[config.mk]
export PLATFORM = sky130hd
export DESIGN_NAME = pkt_dect_mc
export DESIGN_NICKNAME = d
export VERILOG_FILES = /design/src/rtl/pkt_dect_mc.sv
export SDC_FILE = /design/constraint.sdc
export NUM_CORES = 1
export LEC_CHECK = 0
export ABC_AREA = 1
export BUFFER_PORTS_ARGS = -buffer_cell sky130_fd_sc_hd__buf_4
export CAP_MARGIN = 20
export CORE_ASPECT_RATIO = 0.75
export CORE_MARGIN = 8
export CORE_UTILIZATION = 25
export DETAILED_ROUTE_END_ITERATION = 12
export GPL_TIMING_DRIVEN = 0
export PLACE_DENSITY_LB_ADDON = 0.12
export SYNTH_ARGS = -nofsm -noshare
export SYNTH_HDL_FRONTEND = slang
export SYNTH_SLANG_ARGS = --single-unit
[constraint.sdc]
create_clock -name clk -period 15.2 [get_ports clk]
set_input_delay 0 -clock clk [delete_from_list [all_inputs] [get_ports clk]]
set_output_delay 0 -clock clk [all_outputs]
set_load 0.005 [all_outputs]
[src/rtl/pkt_dect_mc.sv]
// pkt_dect_mc: multi-channel packet-envelope detector with input sync, entry filter and hang time.
// Define PKT_TIMEOUT_EN to force a packet exit (LOCK state) once its length reaches MAX_LEN.
module pkt_dect_mc #(
  parameter int N_CH        = 4,
  parameter int SYNC_STAGES = 2,
  parameter int ENTRY_CNT   = 4,
  parameter int CNT_W       = 16,
  parameter int LEN_W       = 16,
  parameter int MAX_LEN     = 4096
) (
  input  logic                  clk,
  input  logic                  rst,
  input  logic [N_CH-1:0]       dect_in,
  input  logic [CNT_W-1:0]      hold_cyc,
  output logic [N_CH-1:0]       dect_out,
  output logic                  any_dect,
  output logic [N_CH-1:0]       pkt_start,
  output logic [N_CH-1:0]       pkt_end,
  output logic [N_CH-1:0]       timeout_out,
  output logic [N_CH*LEN_W-1:0] len_out
);
`ifdef PKT_TIMEOUT_EN
  typedef enum logic [2:0] {IDLE, ARM, PKT, HANG, LOCK} state_t;
`else
  typedef enum logic [1:0] {IDLE, ARM, PKT, HANG} state_t;
`endif
  localparam logic [CNT_W-1:0] ENTRY_M1 = CNT_W'(ENTRY_CNT - 1);
  localparam logic [LEN_W-1:0] LEN_SAT = '1;
  logic [CNT_W-1:0] hold_m1;
  if (SYNC_STAGES < 2 || ENTRY_CNT < 1 || MAX_LEN < 1) begin : g_bad_cfg
    $error("pkt_dect_mc: invalid parameter set");
  end
  // a hold time of 0 behaves as 1
  assign hold_m1 = (hold_cyc == '0) ? '0 : hold_cyc - CNT_W'(1);
  assign any_dect = |dect_out;
`ifndef PKT_TIMEOUT_EN
  assign timeout_out = '0;
`endif
  for (genvar g = 0; g < N_CH; g++) begin : g_ch
    state_t st;
    logic [SYNC_STAGES-1:0] sync;
    logic [CNT_W-1:0] cnt;
    logic [LEN_W-1:0] len;
    logic [LEN_W-1:0] last;
    logic s;
    logic start;
    logic fin;
    assign s = sync[SYNC_STAGES-1];
    assign dect_out[g] = (st == PKT) || (st == HANG);
    assign pkt_start[g] = start;
    assign pkt_end[g] = fin;
    assign len_out[g*LEN_W +: LEN_W] = last;
`ifdef PKT_TIMEOUT_EN
    logic tmo;
    assign timeout_out[g] = tmo;
`endif
    always_ff @(posedge clk or posedge rst)
      if (rst) begin
        sync <= '0;
        st <= IDLE;
        cnt <= '0;
        len <= '0;
        last <= '0;
        start <= 1'b0;
        fin <= 1'b0;
`ifdef PKT_TIMEOUT_EN
        tmo <= 1'b0;
`endif
      end else begin
        sync <= {sync[SYNC_STAGES-2:0], dect_in[g]};
        start <= 1'b0;
        fin <= 1'b0;
`ifdef PKT_TIMEOUT_EN
        tmo <= 1'b0;
`endif
        case (st)
          IDLE: if (s) begin
            len <= LEN_W'(1);
            start <= (ENTRY_CNT == 1);
            st <= (ENTRY_CNT == 1) ? PKT : ARM;
            cnt <= CNT_W'(1);
          end
          ARM: if (!s) begin
            st <= IDLE;
            cnt <= '0;
          end else if (cnt >= ENTRY_M1) begin
            st <= PKT;
            start <= 1'b1;
            len <= LEN_W'(1);
          end else cnt <= cnt + CNT_W'(1);
          PKT, HANG: begin
            len <= (len == LEN_SAT) ? len : len + LEN_W'(1);
`ifdef PKT_TIMEOUT_EN
            if (len == LEN_W'(MAX_LEN)) begin
              st <= LOCK;
              fin <= 1'b1;
              tmo <= 1'b1;
              last <= len;
            end else
`endif
            if (s) st <= PKT;
            else if (st == PKT) begin
              st <= HANG;
              cnt <= '0;
            end else if (cnt < hold_m1) cnt <= cnt + CNT_W'(1);
            else begin
              st <= IDLE;
              fin <= 1'b1;
              last <= len;
            end
          end
`ifdef PKT_TIMEOUT_EN
          LOCK: if (!s) st <= IDLE;
`endif
          default: st <= IDLE;
        endcase
      end
  end
endmodule

==> run_results.csv, run 1 <==
group,metric,value,unit
status,status,"finished clean",
logic_synthesis,syn_area,0.0132,mm²
min_path,hold_path.class,"input pin to flop",
drt,vias,11700,
clock_tree,clock_latency,560,ps
pwr,clkPwrFrac,0.379,
pwr,p_per_area,119,mW/mm²
placed_design,place_area,0.0149,mm²
logic_synthesis,synthCells,1711,
logic_synthesis,synth-edff-count,0,
clock_tree,clkSinkCount,216,
timing,min_period_over_period,0.236,
grt,grt_max_degree,111,
timing,slew_headroom,0.248,
pwr,power_frac_comb,0.278,
layout,fillers,5699,
worst_setup_path,slowest_stage,"o21ai_0",
die,core,0.0525,mm²
die,die_h,215,µm
die,die_w,281,µm
clock_tree,cts.clk_slew.worst_paths,60,ps
worst_setup_path,crit_path_max_fanout,10,
logic_synthesis,yosysSeqAreaShare,0.410,
timing,finalSetupViolations,0,
logic_synthesis,ys_seq_elements,216,
worst_setup_path,cp_cell_sequence,"buf_4 > inv_1 > nand3_1 > inv_1 > nand2_1 > nor2_1 > inv_1 > nor2_1 > a21oi_1 > o21ai_0 > ha_1 > nand2_1 > inv_1 > nand3_1 > a31oi_1 > a2111oi_0 > nand2_1 > nand2_2 > buf_2 > nand3_1 > nand2_1",
grt,antenna_found_initial,0,
worst_setup_path,crit_family,"compound AO/OA/AOI/OAI gates",
clock_tree,htree_levels,1,
layout,nets,1940,
worst_setup_path,critical_path_required,15690,ps
logic_synthesis,synth_flop_cell,"dfrtp_1",
die,ios,103,
grt,grt_use_total,0.127,
clock_tree,cts_buffer_depth,3,
timing,final.setup.tns,0,ps
drt,wl_per_cell,15.0,µm
logic_synthesis,ys_types,50,
pwr,total_power,0.00190,W
worst_setup_path,worst-setup-path-type,"input pin to flop",
layout,drive_gt1_frac,0.139,
run,max_cap_violations,0,
timing,fmax,279,MHz
timing,slew_viol_final,0,
die,dieArea,0.0604,mm²
die,rows,73,
clock_tree,cts_buffers,28,
worst_setup_path,max_stage_delay,800,ps
grt,grt_pass1_wl,63.6,mm
layout,finalInstanceArea,0.0159,mm²
timing,hold_viol_final,0,
logic_synthesis,avgSynthCellArea,7.70,µm²
logic_synthesis,async_flop_share,1.00,
layout,area_growth,20.7,%
worst_setup_path,endpoint_kind,"flop",
worst_setup_path,ff2ff_path_depth,11,
clock_tree,cts_setup_buffers,0,
pwr,p_sw,0.000680,W
drt,firstDrtPassIters,5,
timing,grt_setup_unrepaired,"no",
timing,worst_pin_slew,1120,ps
worst_setup_path,critPathArrivalTime,4070,ps
pwr,peakVddDrop,0.0791,mV
grt,grt_pass1_vias,11500,
drt,viasPerCell,4.53,
grt,overflow,0,
pwr,pwr-share-seq,0.343,
drt,wirelength,38.6,mm
worst_setup_path,startpoint_type,"input pin",
die,start_util,0.251,
placed_design,hpwl,28.3,mm
layout,antennaDiodeCount,0,
logic_synthesis,ys_warn_count,0,
timing,skew,8.18,ps
placed_design,place.gp.congestion,0.794,
pwr,internal-power,0.00122,W
pwr,p_leak,7.52,nW
clock_tree,cts_root_buf,"clkbuf_16",
worst_setup_path,cp_num_buf_inv,6,
placed_design,port_buffers,98,
drt,first_iter_violations,625,
clock_tree,cts_tree,"done",
min_path,whs_path_depth,2,
timing,post-route-min-period,3580,ps
pwr,sw_frac_of_total,0.358,
worst_setup_path,cp.depth,21,
drt,drtAntennaViolNets,0,
drt,route.detailed.drc,0,
==> power groups by stage <==
| stage | Clock (W) | Combinational, W | Sequential [W] |
|---|---|---|---|
| floorplan | 0 | 0.000371 | 0.000649 |
| global placement | 0 | 0.000530 | 0.000661 |
| detailed placement | 0 | 0.000534 | 0.000661 |
| CTS | 0.000751 | 0.000537 | 0.000651 |
| global route | 0.000774 | 0.000601 | 0.000657 |
| finish | 0.000720 | 0.000528 | 0.000650 |
==> metrics by stage <==
step | util | instances | setup WS (ps) | hold slack [ps]
2_1_floorplan | - | 1714 | 9290 | 31.4
3_3_place_gp | 0.282 | 2524 | 5730 | 111
3_5_place_dp | 0.283 | 2525 | 10900 | 111
4_1_cts | 0.303 | 2580 | 11510 | 63.1
5_1_grt | 0.303 | 2580 | 11140 | 70.4
6_report | 0.303 | 2580 | 11620 | 92.3
==> repair_timing <==
item                                    4_1_cts  5_1_grt
gates resized for setup                       0        0
hold endpoints to repair                    110        0
endpoints found under the setup margin        0        0
hold buffers                                  5        0
==> cells in the mapped netlist (18+ instances only) <==
cell type	number	area [µm²]
o21ai_2	18	158
nand2_1	462	1730
o21ai_0	84	420
ha_1	70	876
nand3_1	143	716
nor2_1	148	556
a21oi_1	61	305
inv_1	156	586
a211oi_1	33	248
xor2_1	41	359
nor3_1	54	270
dfrtp_1	216	5410
clkbuf_1	22	82.6
nand4_1	29	181
==> final cells by class <==
cell class | count | area, µm² | share of cell area
inverters | 170 | 648 | 0.0407
well taps | 712 | 891 | 0.0560
repair buffers | 104 | 813 | 0.0511
flip-flops and latches | 216 | 5410 | 0.340
clock inverters | 10 | 156 | 0.00983
plain buffers | 66 | 417 | 0.0262
multi-input cells | 1262 | 6730 | 0.423
clock buffers | 40 | 847 | 0.0533
==> cell usage in the layout (no fill, tap or decap), types with 5 or more instances in the layout <==
| master | instances |
|---|---|
| o21ai_0 | 84 |
| nand2_2 | 9 |
| buf_4 | 114 |
| buf_6 | 12 |
| nor2_1 | 148 |
| xnor2_1 | 5 |
| o21a_1 | 6 |
| xor2_1 | 41 |
| clkbuf_8 | 8 |
| ha_1 | 70 |
| nand3_1 | 143 |
| o31ai_1 | 6 |
| dlygate4sd3_1 | 5 |
| nor2_2 | 7 |
| or2_2 | 6 |
| nor4_1 | 16 |
| o21ai_2 | 18 |
| a211oi_1 | 33 |
| o22ai_1 | 6 |
| o21ai_1 | 5 |
| a21oi_1 | 61 |
| clkbuf_16 | 29 |
| inv_1 | 155 |
| nand4_1 | 29 |
| clkbuf_1 | 25 |
| dfrtp_1 | 216 |
| nor3_1 | 54 |
| a31oi_1 | 8 |
| buf_2 | 15 |
| nor3b_1 | 5 |
| nand2_4 | 5 |
| nand2_1 | 462 |
| inv_2 | 12 |
==> final timing paths <==
path	to	slack (ps)	start
max	g_ch[0].cnt[3]	11620	hold_cyc[0]
min	g_ch[1].sync[0]	90	dect_in[1]
max reg2reg	g_ch[0].cnt[3]	12540	g_ch[0].cnt[11]
min reg2reg	g_ch[3].sync[1]	350	g_ch[3].sync[0]
max in group asynchronous	g_ch[1].sync[0]	14020	rst
min in group asynchronous	g_ch[2].last[12]	160	rst
==> registers in the layout (all words and copies together), names as in the netlist, named ones only <==
register and flops:
g_ch.sync 8, g_ch.len 64, g_ch.start 4, g_ch.st 4
g_ch.cnt 64, g_ch.last 64, g_ch.fin 4
==> routing by layer <==
layer  track usage  vias up  share of wire
met5             0        -              0
met4        0.0241        0          0.018
met3        0.0231       42          0.039
met2         0.182      176           0.41
met1         0.195     5480           0.54
li1              -     5978              -
==> kinds of logic (layout without fill, tap and decap cells) <==
logic type | after synthesis | after routing | synth area share
AND/OR/NAND/NOR | 895 | 895 | 0.294
buffers and inverters | 236 | 390 | 0.0802
AO/OA/AOI/OAI | 247 | 247 | 0.118
XOR/XNOR | 46 | 46 | 0.0306
flip-flops | 216 | 216 | 0.410
other | 1 | 4 | 0.000285
adder cells (fa/ha/maj) | 70 | 70 | 0.0665
(Power assumes the default switching activity.)
==> inputs of run 2 (changes only) <==
--- a/config.mk
+++ b/config.mk
@@ -5,7 +5,7 @@
 export SDC_FILE = /design/constraint.sdc
 export NUM_CORES = 1
 export LEC_CHECK = 0
-export ABC_AREA = 1
+export ABC_AREA = 0
 export BUFFER_PORTS_ARGS = -buffer_cell sky130_fd_sc_hd__buf_4
 export CAP_MARGIN = 20
 export CORE_ASPECT_RATIO = 0.75
==> constraint.sdc (replaced) <==
create_clock -name clk -period 3.25 [get_ports clk]
set_input_delay 0 -clock clk [delete_from_list [all_inputs] [get_ports clk]]
set_output_delay 0 -clock clk [all_outputs]
set_load 0.005 [all_outputs]
==> run 2 against run 1 <==
  * The flow now finishes with violations (negative setup slack)
  * Design area increased by 4.9%
  * Clock power increased to 4.4 times the previous value
  * Die area decreased by 8.2%
  * Synthesized cell count decreased by 27%
  * Final cell count decreased by 18%
  * Global-route usage decreased by 0.16 points
  * Synthesized area decreased by 8.8%
  * Highest routed layer unchanged
==> run_results.csv, run 2 <==
group,metric,value,unit
pwr,power_frac_comb,0.205,
placed_design,port_buffers,98,
timing,slew_headroom,0.294,
status,status,"complete, but fails checks",
placed_design,place.gp.congestion,0.759,
layout,top_regs,"g_ch.cnt: 64 flops, g_ch.last: 64 flops, g_ch.len: 64 flops",
pwr,p_per_area,475,mW/mm²
die,rows,69,
logic_synthesis,synthMostInstantiatedCell,"dfrtp_1",
clock_tree,cts_buffer_depth,3,
logic_synthesis,synth_flop_cell,"dfrtp_1",
drt,wl_per_cell,16.6,µm
timing,finalSetupViolations,140,
timing,whs,52.3,ps
placed_design,place_area,0.0139,mm²
logic_synthesis,ys_seq_elements,216,
layout,layout_common_cells,"dfrtp_1, buf_4, nor2_1",
timing,final.setup.tns,-77300,ps
die,start_util,0.254,
worst_setup_path,ff2ff_path_depth,9,
clock_tree,cts_buffers,28,
timing,skew,10.7,ps
run,max_cap_violations,0,
grt,grt_use_total,0.125,
layout,drive_gt1_frac,0.300,
pwr,internal-power,0.00544,W
logic_synthesis,avgSynthCellArea,9.62,µm²
worst_setup_path,worst-setup-path-type,"input pin to flop",
layout,register_area,0.00541,mm²
clock_tree,htree_levels,1,
logic_synthesis,yosysTopAreaCell,"dfrtp_1",
worst_setup_path,critical_path_required,3690,ps
logic_synthesis,synth_common_cells,"dfrtp_1, nor2_1, nand2_1",
die,die_h,206,µm
timing,hold_viol_final,0,
worst_setup_path,worstReg2RegStart,"g_ch[3].cnt[0]",
timing,grt_setup_unrepaired,"yes",
worst_setup_path,endpoint_kind,"flop",
timing,slew_viol_final,0,
timing,finalWorstSetupSlack,-700,ps
worst_setup_path,crit_path_max_fanout,7,
drt,drtAntennaViolNets,0,
clock_tree,cts_root_buf,"clkbuf_16",
logic_synthesis,ys_types,66,
timing,min_period_over_period,1.22,
drt,firstDrtPassIters,5,
logic_synthesis,ys_warn_count,0,
worst_setup_path,r2r-end,"g_ch[3].cnt[14]",
worst_setup_path,cp_num_buf_inv,8,
status,violations,"negative setup slack",
logic_synthesis,synth_area_leaders,"dfrtp_1, ha_1, mux2_2",
grt,grt_pass1_wl,57.6,mm
logic_synthesis,yosysTopAreaCellShare,0.450,
worst_setup_path,r2r_setup_slack,360,ps
die,dieArea,0.0554,mm²
timing,worst_pin_slew,1060,ps
layout,nets,1555,
clock_tree,clkSinkCount,216,
layout,final_common_cell,"dfrtp_1",
drt,first_iter_violations,525,
layout,area_growth,38.8,%
grt,overflow,0,
worst_setup_path,slowest_stage,"or4_4",
pwr,p_leak,7.37,nW
logic_synthesis,synthCells,1250,
logic_synthesis,syn_area,0.0120,mm²
placed_design,hpwl,24.5,mm
drt,wirelength,35.4,mm
worst_setup_path,startpoint_type,"input pin",
timing,post-route-min-period,3950,ps
drt,viasPerCell,4.74,
worst_setup_path,crit_family,"simple AND/OR/NAND/NOR gates",
logic_synthesis,synth-edff-count,0,
pwr,pwr-share-seq,0.394,
worst_setup_path,cp_cell_sequence,"buf_8 > or4_4 > or3_4 > or4_4 > or3_4 > nor3_4 > xor2_1 > nand2_2 > buf_6 > buf_6 > ha_4 > nand4_1 > buf_4 > buf_4 > buf_4 > o211ai_4 > nor3b_4 > buf_6 > buf_8 > mux2_4",
logic_synthesis,async_flop_share,1.00,
pwr,p_sw,0.00248,W
drt,vias,10100,
grt,grt_max_degree,38,
clock_tree,cts_tree,"done",
die,core,0.0474,mm²
grt,grt_pass1_vias,10200,
die,ios,103,
pwr,sw_frac_of_total,0.313,
pwr,clkPwrFrac,0.401,
clock_tree,cts.clk_slew.worst_paths,60,ps
layout,finalInstanceArea,0.0167,mm²
worst_setup_path,max_stage_delay,530,ps
die,die_w,269,µm
timing,fmax,253,MHz
worst_setup_path,critPathArrivalTime,4390,ps
layout,fillers,4793,
logic_synthesis,yosysSeqAreaShare,0.450,
drt,route.detailed.drc,0,
min_path,hold_path.class,"input pin to asynchronous set/reset pin",
grt,antenna_found_initial,2,
layout,multi_input_area,0.00727,mm²
clock_tree,clock_latency,560,ps
layout,post-route-util,0.352,
pwr,peakVddDrop,0.324,mV
## run 2: cell types whose count changed in the layout (fill, tap and decap cells not counted), sizes merged, moves of 34 or more
cell,previous run,this run
mux2,0,66
buf,143,194
inv,170,20
nor2,156,122
nand2,476,120
xnor2,5,52
nand3,143,59
## run 2: worst register-to-register path: cells and delay by family (launching register included)
kind | cells | cell delay, ps
simple gates | 5 | 1100
buf+inv | 1 | 460
flops | 1 | 430
compound gates | 1 | 350
fa+ha+maj | 1 | 290
xor+xnor | 1 | 150
## run 2: logic make-up after synthesis
family	after synthesis	share of synthesized area
AND/OR/NAND/NOR	519	0.218
AO/OA/AOI/OAI	217	0.109
flip-flops	216	0.450
buffers and inverters	84	0.0317
XOR/XNOR	73	0.0532
adder cells (fa/ha/maj)	70	0.0729
multiplexers	70	0.0652
other	1	0.000312
## run 2: cell type report
class                   count  share of cell area
diodes                      2            0.000300
plain buffers              61              0.0257
clock buffers              39              0.0499
clock inverters            12             0.00750
inverters                  21             0.00495
multi-input cells         955               0.436
flip-flops and latches    216               0.324
well taps                 639              0.0479
repair buffers            180               0.104
## run 2: stage by stage
stage | total power [W] | setup WS, ps | instances
finish | 0.00793 | -700 | 2125
global route | 0.00844 | -845 | 2125
global placement | 0.00453 | -1680 | 1990
CTS | 0.00797 | -632 | 2095
floorplan | 0.00406 | -789 | 1253
detailed placement | 0.00456 | -1690 | 1997
## run 2: power by group through the flow
stage,registers (W),logic (W),clock network [W]
after floorplan,0.00308,0.000979,0
after global placement,0.00316,0.00136,0
after detailed placement,0.00316,0.00139,0
after CTS,0.00312,0.00152,0.00332
after global routing,0.00316,0.00184,0.00344
final,0.00312,0.00162,0.00318
## run 2: how the worst max path moves through the flow
stage	endpoint	cells past startpoint	from	slack (ps)
after floorplan	g_ch[3].last[0]	17	hold_cyc[3]	-790
after CTS	g_ch[3].last[0]	18	hold_cyc[3]	-630
final	g_ch[2].last[12]	20	hold_cyc[3]	-700
after global routing	g_ch[1].last[0]	20	hold_cyc[3]	-840
after global placement	g_ch[2].last[0]	16	hold_cyc[3]	-1680
after detailed placement	g_ch[2].last[0]	16	hold_cyc[3]	-1690
## run 2: per-layer routing
layer  track usage  wire, µm  up-vias
met5             0         0        -
met4        0.0322       765        0
met3        0.0229      1290       43
met2         0.185     14800      138
met1         0.185     18500     4919
li1              -         -     4962
## run 2: timing repair
action | 4_1_cts | 5_1_grt
hold endpoints to repair | 66 | 0
cloned | 6 | 6
resized for setup | 146 | 127
buffers inserted | 38 | 26
pin swaps | 54 | 59
endpoints found under the setup margin | 140 | 141
hold buffers | 5 | 0
==> inputs of run 3 (changes only) <==
--- a/config.mk
+++ b/config.mk
@@ -11,9 +11,12 @@
 export CORE_ASPECT_RATIO = 0.75
 export CORE_MARGIN = 8
 export CORE_UTILIZATION = 25
+export CTS_BUF_LIST = sky130_fd_sc_hd__clkbuf_8
 export DETAILED_ROUTE_END_ITERATION = 12
 export GPL_TIMING_DRIVEN = 0
 export PLACE_DENSITY_LB_ADDON = 0.12
+export RECOVER_POWER = 25
+export SETUP_SLACK_MARGIN = 0.02
 export SYNTH_ARGS = -nofsm -noshare
 export SYNTH_HDL_FRONTEND = slang
 export SYNTH_SLANG_ARGS = --single-unit
==> run 3 against run 2 <==
  * The run still ends with negative setup slack left
  * Via count increased by 0.28%
  * Worst hold slack improved by 40 ps
  * Clock skew increased by 15 ps
  * Largest cell class unchanged
  * Highest routed layer unchanged
==> run_results.csv, run 3 (same netlist as run 2, synthesis figures left out) <==
group,metric,value,unit
layout,final_common_cell,"dfrtp_1",
drt,route.detailed.drc,0,
timing,worst_pin_slew,1270,ps
drt,wirelength,35.1,mm
grt,overflow,0,
layout,area_growth,34.1,%
min_path,hp-start,"dect_in[3]",
status,violations,"negative setup slack",
placed_design,port_buffers,98,
layout,layout_common_cells,"dfrtp_1, nor2_1, nand2_1",
die,dieArea,0.0554,mm²
pwr,p_per_area,462,mW/mm²
layout,drive_gt1_frac,0.282,
layout,finalInstanceArea,0.0161,mm²
min_path,hold_path.class,"input pin to flop",
layout,nets,1563,
timing,grt_setup_unrepaired,"yes",
layout,post-route-util,0.340,
worst_setup_path,startpoint_type,"input pin",
pwr,p_leak,7.16,nW
status,status,"complete, but fails checks",
worst_setup_path,crit_path_max_fanout,10,
grt,grt_max_degree,38,
worst_setup_path,critical_path_required,3710,ps
min_path,holdPathEnd,"g_ch[3].sync[0]",
placed_design,place_area,0.0139,mm²
pwr,peakVddDrop,0.205,mV
timing,min_period_over_period,1.22,
worst_setup_path,cp_num_buf_inv,6,
worst_setup_path,r2r-end,"g_ch[3].cnt[8]",
clock_tree,cts_buffers,42,
clock_tree,clock_latency,590,ps
timing,finalWorstSetupSlack,-716,ps
clock_tree,cts_root_buf,"clkbuf_8",
clock_tree,htree_levels,2,
die,core,0.0474,mm²
drt,wl_per_cell,16.4,µm
grt,grt_pass1_wl,58.0,mm
grt,antenna_found_initial,2,
drt,firstDrtPassIters,4,
worst_setup_path,endpoint_kind,"flop",
clock_tree,cts.clk_slew.worst_paths,60,ps
placed_design,hpwl,24.5,mm
die,rows,69,
die,ios,103,
worst_setup_path,crit_family,"simple AND/OR/NAND/NOR gates",
grt,grt_pass1_vias,10300,
timing,finalSetupViolations,140,
clock_tree,cts_buffer_depth,3,
drt,first_iter_violations,595,
placed_design,place.gp.congestion,0.759,
timing,fmax,252,MHz
die,die_w,269,µm
worst_setup_path,r2r_setup_slack,370,ps
timing,post-route-min-period,3970,ps
timing,slew_viol_final,0,
worst_setup_path,max_stage_delay,530,ps
run,max_cap_violations,0,
worst_setup_path,slowest_stage,"or4_4",
drt,drtAntennaViolNets,0,
clock_tree,cts_tree,"done",
grt,grt_use_total,0.127,
placed_design,dpl_worst_slack,-1690,ps
die,start_util,0.254,
timing,skew,25.7,ps
clock_tree,clkSinkCount,216,
worst_setup_path,worst-setup-path-type,"input pin to flop",
min_path,whs_path_depth,2,
worst_setup_path,cp_cell_sequence,"buf_8 > or4_4 > or3_4 > or4_4 > or3_4 > nor3_4 > xor2_1 > nand2_2 > buf_4 > buf_6 > ha_4 > and4_1 > a221oi_4 > buf_4 > nand3_2 > and3_4 > buf_6 > buf_8 > mux2_2",
timing,slew_headroom,0.155,
worst_setup_path,worstReg2RegStart,"g_ch[3].cnt[0]",
layout,top_regs,"g_ch.cnt: 64 flops, g_ch.last: 64 flops, g_ch.len: 64 flops",
layout,fillers,4887,
drt,vias,10100,
timing,hold_viol_final,0,
die,die_h,206,µm
worst_setup_path,critPathArrivalTime,4430,ps
drt,viasPerCell,4.71,
worst_setup_path,ff2ff_path_depth,9,
run 3: changes by cell type in the layout (fill, tap and decap cells not counted), sizes merged:
cell / change
bufbuf: +1
clkbuf: +76
clkinv: -2
dlygate4sd3: +1
bufinv: -2
buf: -69
inv: +13
run 3: layout make-up:
class,instances,area (µm²),area share
multi-input combinational,955,7050,0.437
timing repair buffer,175,1560,0.0968
inverter,21,80.1,0.00497
tap,639,800,0.0496
sequential,216,5410,0.335
clock buffer,54,743,0.0461
buffer,60,395,0.0245
antenna,2,5.00,0.000310
clock inverter,21,87.6,0.00543
run 3: worst max path at each step:
stage / from / endpoint / slack [ps] / cells after the start
after floorplan: hold_cyc[3] / g_ch[3].last[0] / -790 / 17
after global placement: hold_cyc[3] / g_ch[2].last[0] / -1680 / 16
after detailed placement: hold_cyc[3] / g_ch[2].last[0] / -1690 / 16
after CTS: hold_cyc[3] / g_ch[3].last[8] / -560 / 18
after global routing: hold_cyc[3] / g_ch[3].last[1] / -780 / 17
final: hold_cyc[3] / g_ch[0].last[4] / -720 / 19
run 3: per-layer routing:
layer | global-route usage | part of all wire | vias to the layer above
li1 | - | - | 4977
met1 | 0.187 | 0.53 | 4894
met2 | 0.182 | 0.41 | 153
met3 | 0.0246 | 0.039 | 66
met4 | 0.0463 | 0.027 | 0
met5 | 0 | 0 | -
run 3: worst register-to-register path, stage by stage, from the launching register on:
cell and delay (ps):
dfrtp_1 430, ha_1 280, nor4_1 170, nand4_1 170, and3_1 260, a211o_1 350, clkbuf_1 450, nor4_4 420
xnor2_1 150, nor2_1 60
run 3: timing repair:
item,CTS,global route
setup endpoints to repair,140,141
pin swaps,59,33
gates cloned,7,3
setup buffers,48,10
hold endpoints to repair,66,0
hold buffers,6,0
resized for setup,137,52
run 3: metrics by stage:
| step | hold WS, ps | total power (W) | std cells | setup TNS [ps] |
|---|---|---|---|---|
| floorplan | 31.4 | 0.00406 | 1253 | -72530 |
| global placement | 112 | 0.00453 | 1990 | -495570 |
| detailed placement | 91.0 | 0.00456 | 1997 | -185690 |
| CTS | 15.1 | 0.00757 | 2131 | -55910 |
| global route | 71.8 | 0.00798 | 2143 | -92560 |
| finish | 92.4 | 0.00744 | 2143 | -73430 |
run 3: report_power, final:
part / internal (W) / switching [W]
Sequential: 0.00288 / 0.000235
Combinational: 0.000627 / 0.000979
Clock: 0.00148 / 0.00124
Total: 0.00499 / 0.00245
